## src/rtl/single_pulser.sv

```systemverilog
// single_pulser: turns each synchronized, debounced press level into one
// pulse of PULSE_LEN cycles per press. A new pulse needs a release and
// another press. WIDTH channels run independently on one clock and one reset.
//
// Optional build macro: SINGLE_PULSER_CNT_EN adds an 8-bit press counter per
// channel on press_cnt_o. The counter wraps 255 -> 0.
//
// Per-channel FSM
//   state   | meaning
//   --------+------------------------------------------------------------
//   IDLE    | waiting for a press, SP_o = 0
//   PULSE   | pulse in progress, SP_o = 1, timer counts down to 0
//   HOLD    | pulse finished but press still held, SP_o = 0
//   (2'b11) | unused code, recovers to IDLE

module single_pulser #(
  parameter int WIDTH     = 1,
  parameter int PULSE_LEN = 1    // legal range 1..255
) (
  input  logic               clk,
  input  logic               rst,
  input  logic [WIDTH-1:0]   syncpress_i,
  output logic [WIDTH-1:0]   SP_o
`ifdef SINGLE_PULSER_CNT_EN
  ,
  output logic [8*WIDTH-1:0] press_cnt_o
`endif
);

  // The timer is loaded with PULSE_LEN-1 and PULSE exits on the terminal
  // count of 0, so the pulse lasts PULSE_LEN cycles.
  localparam logic [7:0] TMR_LOAD = 8'(PULSE_LEN - 1);

  typedef enum logic [1:0] {
    S_IDLE  = 2'b00,
    S_PULSE = 2'b01,
    S_HOLD  = 2'b10
  } state_e;

  state_e           state_q [WIDTH];
  state_e           state_d [WIDTH];
  logic [7:0]       tmr_q   [WIDTH];
  logic [7:0]       tmr_d   [WIDTH];
  logic [WIDTH-1:0] sp_q;
  logic [WIDTH-1:0] sp_d;

  // Next-state, timer and registered-output decode for every channel.
  always_comb begin
    for (int i = 0; i < WIDTH; i++) begin
      state_d[i] = state_q[i];
      tmr_d[i]   = tmr_q[i];
      case (state_q[i])
        S_IDLE: begin
          if (syncpress_i[i]) begin
            state_d[i] = S_PULSE;
            tmr_d[i]   = TMR_LOAD;
          end
        end
        S_PULSE: begin
          // The input is ignored until the timer expires. After that the
          // level decides whether the press is still being held.
          if (tmr_q[i] != 8'd0) begin
            tmr_d[i] = tmr_q[i] - 8'd1;
          end else if (syncpress_i[i]) begin
            state_d[i] = S_HOLD;
          end else begin
            state_d[i] = S_IDLE;
          end
        end
        S_HOLD: begin
          if (!syncpress_i[i]) begin
            state_d[i] = S_IDLE;
          end
        end
        default: begin
          state_d[i] = S_IDLE;
        end
      endcase
      // SP_o comes from a flop that mirrors the next state, so the output
      // has no combinational path from syncpress_i.
      sp_d[i] = (state_d[i] == S_PULSE);
    end
  end

  // State, timer and pulse registers. Reset wins over any input value.
  always_ff @(posedge clk) begin
    if (rst) begin
      for (int i = 0; i < WIDTH; i++) begin
        state_q[i] <= S_IDLE;
        tmr_q[i]   <= 8'd0;
      end
      sp_q <= '0;
    end else begin
      state_q <= state_d;
      tmr_q   <= tmr_d;
      sp_q    <= sp_d;
    end
  end

  assign SP_o = sp_q;

`ifdef SINGLE_PULSER_CNT_EN
  logic [7:0] pcnt_q [WIDTH];
  logic [7:0] pcnt_d [WIDTH];

  // Count IDLE->PULSE transitions. The count updates on the same edge that
  // SP_o rises, and wraps naturally at 8 bits.
  always_comb begin
    for (int i = 0; i < WIDTH; i++) begin
      pcnt_d[i] = pcnt_q[i];
      if (state_q[i] == S_IDLE && state_d[i] == S_PULSE) begin
        pcnt_d[i] = pcnt_q[i] + 8'd1;
      end
    end
  end

  // Press counter registers.
  always_ff @(posedge clk) begin
    if (rst) begin
      for (int i = 0; i < WIDTH; i++) begin
        pcnt_q[i] <= 8'd0;
      end
    end else begin
      pcnt_q <= pcnt_d;
    end
  end

  // Pack the per-channel counts onto the flat output bus.
  always_comb begin
    press_cnt_o = '0;
    for (int i = 0; i < WIDTH; i++) begin
      press_cnt_o[8*i +: 8] = pcnt_q[i];
    end
  end
`endif

endmodule

```

## config.mk

```make
export PLATFORM = sky130hd
export DESIGN_NAME = single_pulser
export DESIGN_NICKNAME = d
export VERILOG_FILES = /design/src/rtl/single_pulser.sv
export SDC_FILE = /design/constraint.sdc
export NUM_CORES = 1
export LEC_CHECK = 0
export ABC_AREA = 1
export CELL_PAD_IN_SITES_DETAIL_PLACEMENT = 1
export CELL_PAD_IN_SITES_GLOBAL_PLACEMENT = 2
export CORE_MARGIN = 2
export CORE_UTILIZATION = 32
export CTS_CLUSTER_SIZE = 16
export DETAILED_ROUTE_END_ITERATION = 8
export GPL_ROUTABILITY_DRIVEN = 0
export HOLD_SLACK_MARGIN = 0.03
export PLACE_DENSITY = 0.75
export SYNTH_ARGS = -nofsm -noshare
export SYNTH_HDL_FRONTEND = slang
export SYNTH_SLANG_ARGS = --single-unit
```

## constraint.sdc

```tcl
create_clock -name clk -period 2.31 [get_ports clk]
set_clock_uncertainty 0.15 [all_clocks]
set_input_delay 0.462 -clock clk [delete_from_list [all_inputs] [get_ports clk]]
set_output_delay 0.462 -clock clk [all_outputs]
set_load 0.005 [all_outputs]
```

-- Word level (Yosys, flattened, before mapping)
Index checks and enable logic that the tools add are counted.
- $lt $le $gt $ge: 0
- multiply operators: 0
- div/mod/pow operators: 0
- muxes and demuxes: 8
- reduce and logical (&&, ||, !) cells: 4
- bitwise logic cells: 0
- add/sub/neg operators: 1
- eq/ne operators: 5
- shift operators: 0
- operators by type and width (kind ; number):
    8-bit 2-to-1 mux ; 2
    8-bit one-hot mux with 2 select lines ; 1
    2-bit 2-to-1 mux ; 4
    8-bit nonzero test ; 1
    8-bit by 1-bit subtractor with 8-bit output, second input constant ; 1
    2-bit one-hot mux with 3 select lines ; 1
    2-bit by 1-bit equality test with 1-bit output, second input constant ; 2
    2-bit inequality test, second input constant ; 2
    3-bit AND reduction ; 1
    2-bit equality test, second input constant ; 1
    2-bit zero test ; 1
    2-bit nonzero test ; 1
- memory bits (read-only): 0
- register bits: 11
- word-level logic and storage cells: 21
- bits in latches: 0
- output and inout bits: 1
- memories kept: 0
- bits in writable memories: 0

-- Longest topological paths before layout
- word-level depth: 4
- mapped depth: 10
- mapped depth without buffers: 9

-- Worst setup path after synthesis
No wires, ideal clock.
- path type: flip-flop to flip-flop
- start: reg tmr_q[0] (netlist bit)
- end: reg tmr_q[6] (netlist bit)
- setup time: 0.110 ns
- buffers on the path: 1
- cell stages (with the launch flop): 11
- data arrival time: 1.105 ns
- setup slack: 0.945 ns
- cell sequence: dfxtp_1 -> inv_1 -> ha_1 -> nand2_1 -> nor2_2 -> nand2_4 -> buf_6 -> nand3_2 -> nand2_1 -> inv_1 -> nor2_1
- cells in the longest elaborated chain, start to end: 3
- ends and longest elaborated chain (element ; line ; text):
    start: declaration ; 42 ; logic [7:0] tmr_q [WIDTH];
    start signal: assignment ; 95 ; tmr_q <= tmr_d;
    8-bit by 1-bit subtractor with 8-bit output or 8-bit nonzero test (tied branches) ; 63, 62 ;
    8-bit 2-to-1 mux or 2-bit inequality test (tied branches) ; n/a ;
    8-bit one-hot mux with 2 select lines or 3-bit AND reduction (tied branches) ; n/a ;
Several ways; a longest one is shown, not always the timed one. The select of a mux whose other input is x is not followed.
A chain may end at the register's enable or synchronous reset.

-- Final worst setup path
- start: reg sp_q, in the netlist SP_o
- end: out SP_o
- RTL lines (element ; line ; text):
    start: declaration ; 44 ; logic [WIDTH-1:0] sp_q;
    start signal: assignment ; 96 ; sp_q <= sp_d;
    end: declaration ; 23 ; output logic [WIDTH-1:0] SP_o
No word-level cell between the ends.

==> impl_metrics.ini <==
[status]
status = finished, final reports clean

[routing]
drt-wirelength-per-cell_um = 9.95
first_pass_iters = 3
avgViaCountPerCell = 4.31
drt_iter0_markers = 1
ant_nets = 0
vias = 569
wirelength_um = 1310
drc = 0

[grt]
grt_antenna_before_repair = 0
busiest_layer = met2
grt_pass1_vias = 563
grt_util_met3 = 0.0648
grt_pass1_wl_um = 2370
met1_usage = 0.155
grt_use_total = 0.135
grt_max_degree = 16
met2_usage = 0.208
overflow = 0

[hold_path]
holdCritPathClass = flop to flop
min_to = tmr_q[0]$_SDFFE_PP0P_
worstHoldStart = tmr_q[0]$_SDFFE_PP0P_
hold_depth = 2

[logic_synthesis]
synthesis.instances = 98
yosys.area_share.simple = 0.398
synth_compound_area_frac = 0.0725
synth-seq-cells = 11
synth_top_family_by_area = simple AND/OR/NAND/NOR gates
async_reset_ff_frac = 0
synthTopCellsByCount = nand2_1, inv_1, nor2_1
synth_edf_count = 0
synthFlopType = dfxtp_1
netlist_area_um2 = 638
synth_nets = 102
synth.avg_cell_area_um2 = 6.51
yosysTopAreaCellShare = 0.345
yosysUniqueCellTypes = 18
synthAdderAreaFrac = 0.0196
ys_seq_area_frac = 0.345
synth_top_area_cell = dfxtp_1
synth_warnings = 0
synthTopCellsByArea = dfxtp_1, nand2_1, inv_1
synth.most_common_cell = nand2_1
synthMuxAreaShare = 0
yosys.area_share.xor_xnor = 0

[setup_path]
slowest_stage = clkdlybuf4s50_1
crit_arrival_ns = 1.08
crit_buf_inv = 1
ff2ff_setup_slack_ns = 0.78
end_kind = output port
r2r-end = tmr_q[1]$_SDFFE_PP0P_
crit_type = flop to output port
crit_chain = clkdlybuf4s50_1
r2r_cells = 9
reg2reg_from = tmr_q[0]$_SDFFE_PP0P_
cp.required_ns = 1.70
max_stage_delay_ns = 0.49
start_kind = flop
worstPathMaxFanout = 1
cp_top_family = buffers and inverters

[sta]
tns_ns = 0
setup_viol_count_final = 0
fmax_mhz = 591
worst_pin_slew_ns = 0.304
hold_violations = 0
rsz0062_at_grt = false
slew_violations = 0
slew_headroom = 0.795
fin_crit_sh = 0.732
fin_crit_ns = 1.69

[cts]
htree_levels = 1
ctsResizeCount = 0
clock_path_buffers = 2
post_cts_buffers = 0
postCtsHoldBufs = 0
worstSkewPairLatency_ns = 0.28
cts-buffers-inserted = 3
tritoncts = yes
clockRootBuffer = clkbuf_4
clk_pin_slew_ns = 0.08
clock-sinks = 11

[finish]
regArea_um2 = 220
area_growth_pct = 13.1
layout-drive-gt1-share = 0.133
final_area_um2 = 722
multiInputGateArea_um2 = 313
nNetsFinal = 110
fillers = 271
n_antenna_cell = 0

[floorplanning]
io_pins = 4
design.core.area_um2 = 1920
chipHeight_um = 48.7
die_x_um = 48.7
dieArea_um2 = 2370
start_util = 0.332
rows = 16

[flow_run]
maxCapViolCount = 0

[place]
dp_hpwl_um = 1020
placed_cell_area_um2 = 694
port_buffers = 3

[power]
peakVddDrop_uv = 400
p_leak_uw = 0.000365
powerDensity_nw_per_um2 = 1060
-- sequential cells by signal (all words and copies together) (netlist names) --
register  count
SP_o          1
state_q       2
tmr_q         8
-- cells in the final DEF, fill, tap and decap left out, drive strengths merged --
| cell | n |
|---|---|
| nand4 | 5 |
| o31ai | 1 |
| ha | 1 |
| nand2 | 25 |
| inv | 22 |
| a21oi | 4 |
| o211ai | 1 |
| dfxtp | 11 |
| clkbuf | 3 |
| clkdlybuf4s50 | 3 |
| nor3 | 1 |
| clkinv | 1 |
| nand3 | 8 |
| buf | 2 |
| nor2 | 17 |
-- per-layer routing --
layer / vias up / wire [um] / part of all wire
li1: 313 / - / -
met1: 247 / 663 / 0.50
met2: 4 / 572 / 0.44
met3: 5 / 45 / 0.034
met4: 0 / 32 / 0.024
met5: - / 0 / 0
-- cells by family (layout without fill, tap and decap cells) --
logic type               count (synthesis)  after routing
buffers and inverters                   24             31
adder cells (fa/ha/maj)                  1              1
AND/OR/NAND/NOR                         56             56
AO/OA/AOI/OAI                            6              6
flip-flops                              11             11
-- final cells by class --
| cell class | count | area share |
|---|---|---|
| tap | 27 | 0.0468 |
| sequential | 11 | 0.305 |
| clock buffer | 3 | 0.0312 |
| clock inverter | 1 | 0.00693 |
| timing repair buffer | 5 | 0.0624 |
| multi-input combinational | 63 | 0.433 |
| inverter | 22 | 0.114 |
-- how the worst max path moves through the flow --
stage	start	end	slack (ns)	cells after the start
after floorplan	tmr_q[0]$_SDFFE_PP0P_	tmr_q[6]$_SDFFE_PP0P_	0.95	10
after global placement	syncpress_i	tmr_q[6]$_SDFFE_PP0P_	0.37	7
after detailed placement	syncpress_i	tmr_q[5]$_SDFFE_PP0P_	0.35	8
after CTS	SP_o$_SDFF_PP0_	SP_o	0.60	1
after global routing	syncpress_i	tmr_q[5]$_SDFFE_PP0P_	0.52	8
final	SP_o$_SDFF_PP0_	SP_o	0.62	1
-- per-stage QoR --
| stage | utilization | power [uW] | setup slack, ns | hold WS (ns) | instances |
|---|---|---|---|---|---|
| CTS | 0.376 | 784 | 0.602 | 0.313 | 132 |
| finish | 0.376 | 768 | 0.618 | 0.309 | 132 |
| global route | 0.376 | 860 | 0.520 | 0.344 | 132 |
| global placement | 0.361 | 634 | 0.369 | 0.297 | 128 |
| detailed placement | 0.361 | 640 | 0.348 | 0.299 | 128 |
| floorplan | - | 573 | 0.945 | 0.291 | 98 |
-- where the power goes --
part           internal (uW)  switching [uW]
combinational            137             223
sequential               233            35.9
clock                   64.3            75.9
(Power assumes the default switching activity.)
